## config.mk

```make
export PLATFORM = sky130hd
export DESIGN_NAME = shift_cmd_queue
export DESIGN_NICKNAME = d
export VERILOG_FILES = /design/src/rtl/shift_pkg.sv /design/src/rtl/shift_cmd_fifo.sv /design/src/rtl/shift_cmd_queue.sv
export SDC_FILE = /design/constraint.sdc
export NUM_CORES = 1
export LEC_CHECK = 0
export CORE_UTILIZATION = 46
export DETAILED_ROUTE_END_ITERATION = 8
export GPL_TIMING_DRIVEN = 0
export PLACE_DENSITY_LB_ADDON = 0.3
export SKIP_LAST_GASP = 1
export SLEW_MARGIN = 20
export SYNTH_ARGS = -nofsm -noshare
export SYNTH_HDL_FRONTEND = slang
export SYNTH_HIERARCHICAL = 1
export SYNTH_SLANG_ARGS = --single-unit
export TNS_END_PERCENT = 50
```

## constraint.sdc

```tcl
create_clock -name clk -period 2.95 [get_ports clk]
set_clock_uncertainty 0.2 [all_clocks]
set_input_delay 0.59 -clock clk [delete_from_list [all_inputs] [get_ports clk]]
set_output_delay 0.59 -clock clk [all_outputs]
set_load 0.02 [all_outputs]
```

## src/rtl/shift_pkg.sv

```systemverilog
// shift_pkg: command-word layout helpers for the shift command queue
package shift_pkg;
  localparam int DATA_LSB = 0;
  function automatic int cmd_width(input int n);
    return 2**n + n + 1;
  endfunction
  function automatic int amt_lsb(input int n);
    return DATA_LSB + 2**n;
  endfunction
  function automatic int lr_bit(input int n);
    return cmd_width(n) - 1;
  endfunction
endpackage

```

## src/rtl/shift_cmd_fifo.sv

```systemverilog
// shift_cmd_fifo: synchronous FIFO with wrap-bit pointers and combinational head word
module shift_cmd_fifo #(
  parameter int WIDTH = 12,
  parameter int DEPTH = 4
) (
  input  logic                     clk,
  input  logic                     rst_n,
  input  logic                     clr,
  input  logic                     push,
  input  logic                     pop,
  input  logic [WIDTH-1:0]         wdata,
  output logic                     full,
  output logic                     empty,
  output logic [$clog2(DEPTH):0]   level,
  output logic [WIDTH-1:0]         head
);
  localparam int AW = $clog2(DEPTH);
  localparam int PW = AW + 1;
  logic [PW-1:0] wr_ptr_q, wr_ptr_d, rd_ptr_q, rd_ptr_d;
  logic [WIDTH-1:0] mem_q [DEPTH];
  logic [WIDTH-1:0] mem_d [DEPTH];
  logic do_push, do_pop;
  assign full    = (wr_ptr_q[AW] != rd_ptr_q[AW]) && (wr_ptr_q[AW-1:0] == rd_ptr_q[AW-1:0]);
  assign empty   = wr_ptr_q == rd_ptr_q;
  assign level   = wr_ptr_q - rd_ptr_q;
  assign head    = mem_q[rd_ptr_q[AW-1:0]];
  assign do_push = push && !full && !clr;
  assign do_pop  = pop && !empty;
  always_comb begin
    mem_d = mem_q;
    if (do_push) mem_d[wr_ptr_q[AW-1:0]] = wdata;
    wr_ptr_d = clr ? '0 : wr_ptr_q + PW'(do_push);
    rd_ptr_d = clr ? '0 : rd_ptr_q + PW'(do_pop);
  end
  // storage is deliberately left out of reset; only pointers clear
  always_ff @(posedge clk) mem_q <= mem_d;
  always_ff @(posedge clk) begin
    if (!rst_n) begin
      wr_ptr_q <= '0;
      rd_ptr_q <= '0;
    end else begin
      wr_ptr_q <= wr_ptr_d;
      rd_ptr_q <= rd_ptr_d;
    end
  end
endmodule

```

## src/rtl/shift_cmd_queue.sv

```systemverilog
// shift_cmd_queue: command FIFO feeding an external barrel shifter with a registered valid/ready result
module shift_cmd_queue
  import shift_pkg::*;
#(
  parameter int N     = 3,
  parameter int DEPTH = 4
) (
  input  logic                   clk,
  input  logic                   rst_n,
  input  logic                   flush,
  input  logic                   in_valid,
  output logic                   in_ready,
  input  logic [2**N-1:0]        in_data,
  input  logic [N-1:0]           in_amt,
  input  logic                   in_lr,
  output logic [2**N-1:0]        sh_a,
  output logic [N-1:0]           sh_amt,
  output logic                   sh_lr,
  input  logic [2**N-1:0]        sh_y,
  output logic                   out_valid,
  input  logic                   out_ready,
  output logic [2**N-1:0]        out_data,
  output logic                   out_lr,
  output logic [$clog2(DEPTH):0] level
);
  localparam int W  = 2**N;
  localparam int CW = cmd_width(N);
  localparam int AL = amt_lsb(N);
  localparam int LB = lr_bit(N);
  logic [CW-1:0] head;
  logic full, empty, issue;
  logic out_valid_q, out_valid_d, out_lr_q, out_lr_d;
  logic [W-1:0] out_data_q, out_data_d;
  assign in_ready  = !full;
  assign sh_a      = head[DATA_LSB +: W];
  assign sh_amt    = head[AL +: N];
  assign sh_lr     = head[LB];
  assign issue     = !empty && (!out_valid_q || out_ready);
  assign out_valid = out_valid_q;
  assign out_data  = out_data_q;
  assign out_lr    = out_lr_q;
  shift_cmd_fifo #(.WIDTH(CW), .DEPTH(DEPTH)) u_fifo (
    .clk   (clk),
    .rst_n (rst_n),
    .clr   (flush),
    .push  (in_valid && in_ready),
    .pop   (issue),
    .wdata ({in_lr, in_amt, in_data}),
    .full  (full),
    .empty (empty),
    .level (level),
    .head  (head)
  );
  // a new issue refills the result register in the same cycle it is consumed
  always_comb begin
    out_valid_d = flush ? 1'b0 : issue ? 1'b1 : out_valid_q && !out_ready;
    out_data_d  = flush ? '0 : issue ? sh_y : out_data_q;
    out_lr_d    = flush ? 1'b0 : issue ? sh_lr : out_lr_q;
  end
  always_ff @(posedge clk) begin
    if (!rst_n) begin
      out_valid_q <= 1'b0;
      out_data_q  <= '0;
      out_lr_q    <= 1'b0;
    end else begin
      out_valid_q <= out_valid_d;
      out_data_q  <= out_data_d;
      out_lr_q    <= out_lr_d;
    end
  end
endmodule
```

==> summary.md <==
| Metric | Value |
|---|---|
| Core ar. | between 5000 and 6000 sq um |
| Sequential element share of the synthesized area | between 60% and 70% |
| Final Setup Violations | 0 |
| Unique masters post-synth | 26 |
| Layout Cells excl Fill | between 200 and 300 |
| Syn Inst Count | roughly 150 |
| Layout cells sized above 1 | between 20% and 30% |
| Crit path kind | register to output port |
| Post-synthesis compound-gate area fraction | between 8 and 9% |
| Die Height | between 70 and 80 microns |
| Vias in the first global route | between 1500 and 2000 |
| Post-synthesis mux area share | between 10 and 15% |
| Post-route cell area | 3550 sq um |
| Hold_buf cts | 0 |
| Total Wirelength | just over 5000 microns |
| Die width | between 70 and 80 microns |
| Gr usage total | a little under a fifth |
| Ys Warns | 6 |
| CP most frequent cell | inv_1 |
| Crit-path cells | buf_6 -> inv_1 -> ha_2 -> nand2_1 -> nor2b_2 -> inv_1 -> dlygate4sd2_1 |
| # fillers | 424 |
| Crit path from | u_fifo/rd_ptr_q[1] |
| Req. time, crit path | ~2.2 ns |
| Largest family of logic cells by synthesized area | multiplexers |
| R2r startpoint | u_fifo/rd_ptr_q[1] |
| First drt pass iteration count | 4 |
| Cell family with most CP delay | buffers and inverters |
| Area growth, synth to finish | 36.6% |
| Post-synth top area share | around 55% |
| Peak supply drop | roughly 0.3 mV |
| Main synth FF type | edfxtp_1 |
| Placement Cell Area | approximately 3200 sq um |
| Max Slew Vio Count | 0 |
| Crit-path max cell delay | about 0.43 ns |
| Initial antenna violation count | 0 |
| Minimum hold slack | roughly 0.37 ns |
| Synth Area in XOR/XNOR | under 10% |
| First DRT Iteration DRCs | ~100 |
| CP max stage cell | ha_2 |
| Yosys reg bits | between 60 and 70 |
| TritonCTS Sinks | 64 |
| WP data arrival | ~2.1 ns |
| Synthesized area | 2600 sq um |
| Post-route DRC | 0 |
| Clock Pin Slew Worst Setup and Hold Paths | around 0.07 ns |
| Most frequent cell after synthesis | edfxtp_1 |
| Cell leakage power | roughly 1.3 nW |
| First-pass GRT wire length | just over 8000 microns |
| Clock Tree Buf Depth | 2 |
| Cell count after placement | 270 |
| ANT nets after route | 0 |
| Final WS setup | between 0.06 and 0.07 ns |
| Drt wl/cell | 17.5 microns |
| Synth cell count leaders | edfxtp_1 (48), dfxtp_1 (16), mux4_2 (12), a31o_1 (9), o211a_1 (9) |
| Rel. slew slack | between 60% and 70% |
| Setup crit start kind | register |
| Antenna diodes | 0 |
| Num CTS Buffers | 9 |
| Top cells by area, synth | edfxtp_1 (55%), dfxtp_1 (12%), mux4_2 (10%) |
| Net Count, Synth | 177 |
| Power Dens Cells | around 560 nW/um^2 |
| Detail Placement HPWL | roughly 3400 microns |
| Initial core utilization | 47.5% |
| Final worst-path cycle share | approximately 98% |
| Cell row count | 27 |
| Total power | roughly 2.0 mW |
| Syn_area_per_cell | about 18 sq um |
| Drt via density | about 5.4 |
| Final Hold Viols | 0 |
| Worst slew pin tran | around 0.57 ns |
| Post-synth ARST share | 0% |
| Final setup TNS | 0 ns |
| # IOs | 51 |
| Grt ovf | 0 |
| Hold WC Path Type | register to register |
| H-tree Lvls | 3 |
| Min Tclk post-route | about 2.9 ns |
| CP endpoint kind | output port |
| Layout Utilization | between 60% and 70% |
| RePlAce Congestion | a little under 0.8 |
| Adder-cell area share of the yosys netlist | 3.66% |
| Dpl ws | -0.690 ns |
| Max Freq | roughly 350 MHz |
| Hold_sp | out_data[7] |
| Area leader, netlist | edfxtp_1 |
| Die area | 5950 sq um |
| RSZ-0062 raised after global routing | yes |
| TritonCTS clock tree | built |
| CP Max Fanout | 10 |
| Number of synthesized flops with an enable pin | between 40 and 50 |
| Vias after detailed routing | 1553 |
| Root buffer cell | clkbuf_8 |
| PortBufs | 50 |
| Later-pin clock latency in the skew report | ~0.33 ns |
| Buf/Inv on CP | 4 |
| Max-cap violations | 0 |
| Nets | between 200 and 250 |
| Status | finished clean |
| Largest net degree at the start of global routing | 13 |
| Post-Synth Simple-Gate Area | 5.10% |
-- tightest hold or removal path, cell delays in order (launching register included) --
cell     delay (ns)
dfxtp_1        0.33
o211a_1        0.13
a31o_1         0.08
-- cell usage in the layout (no fill, tap or decap), types with 2 or more instances in the layout --
master	netlist	layout
bufinv_16	0	3
inv_1	8	8
mux4_2	12	12
dfxtp_1	16	14
nand4bb_1	2	2
clkbuf_8	0	9
nor2b_2	0	2
xnor2_1	2	2
buf_2	3	2
a31o_1	9	9
clkdlybuf4s50_1	0	47
a31oi_2	0	3
buf_6	3	7
o211a_1	9	9
dlymetal6s2s_1	0	2
ha_1	6	5
nor2b_1	4	2
nor2_1	3	3
edfxtp_1	48	48
and2_1	4	4
o21a_1	2	2
-- timing repair --
action                     4_1_cts  5_1_grt
gates resized for setup          6        6
buffers inserted                 2        0
setup endpoints to repair       56       37
hold endpoints to repair         0        0
pin swaps                        0        0
gates cloned                     0        0
-- report_power, final --
| group | switching, mW | internal, mW | total (mW) | leakage, nW |
|---|---|---|---|---|
| Combinational | 0.0535 | 0.0651 | 0.119 | 0.660 |
| Sequential | 0.00397 | 0.978 | 0.982 | 0.566 |
| Clock | 0.339 | 0.562 | 0.901 | 0.117 |
| Total | 0.396 | 1.61 | 2.00 | 1.34 |
-- logic make-up (layout without fill, tap and decap cells) --
kind of cell,Yosys count,in the layout
xor+xnor,4,4
compound gates,25,25
flops,64,64
fa+ha+maj,7,7
simple gates,19,19
buf+inv,14,85
mux,12,12
-- worst paths after layout --
kind                      endpoint  depth (start not counted)  slack, ns
setup / recovery          in_ready                          7       0.07
hold / removal         out_data[7]                          2       0.37
setup reg to reg  u_fifo/mem_q[38]                          9       0.12
hold reg to reg        out_data[7]                          2       0.37
-- per-layer routing --
metal,share of wire (%),track usage [%],wire length [microns],vias to the layer above
li1,-,-,-,710
met1,41,21.8,2070,791
met2,54,31.6,2700,44
met3,3.8,5.00,190,8
met4,1.5,8.87,76,0
met5,0,0,0,-
-- layout make-up --
type / instances / area (sq um) / share of cell area (%)
plain buffers: 6 / 55.1 / 1.55
repair buffers: 55 / 566 / 15.9
clock inverters: 7 / 119 / 3.35
inverters: 8 / 30.0 / 0.846
well taps: 72 / 90.1 / 2.54
multi-input cells: 67 / 800 / 22.5
flip-flops and latches: 64 / 1770 / 49.8
clock buffers: 9 / 124 / 3.49
-- registers in the layout (all words and copies together) (netlist names) --
signal	cells
out_data	8
out_lr	1
u_fifo/rd_ptr_q	3
u_fifo/wr_ptr_q	3
u_fifo/mem_q	48
out_valid	1
No activity file was read; power rests on OpenSTA's default activity.
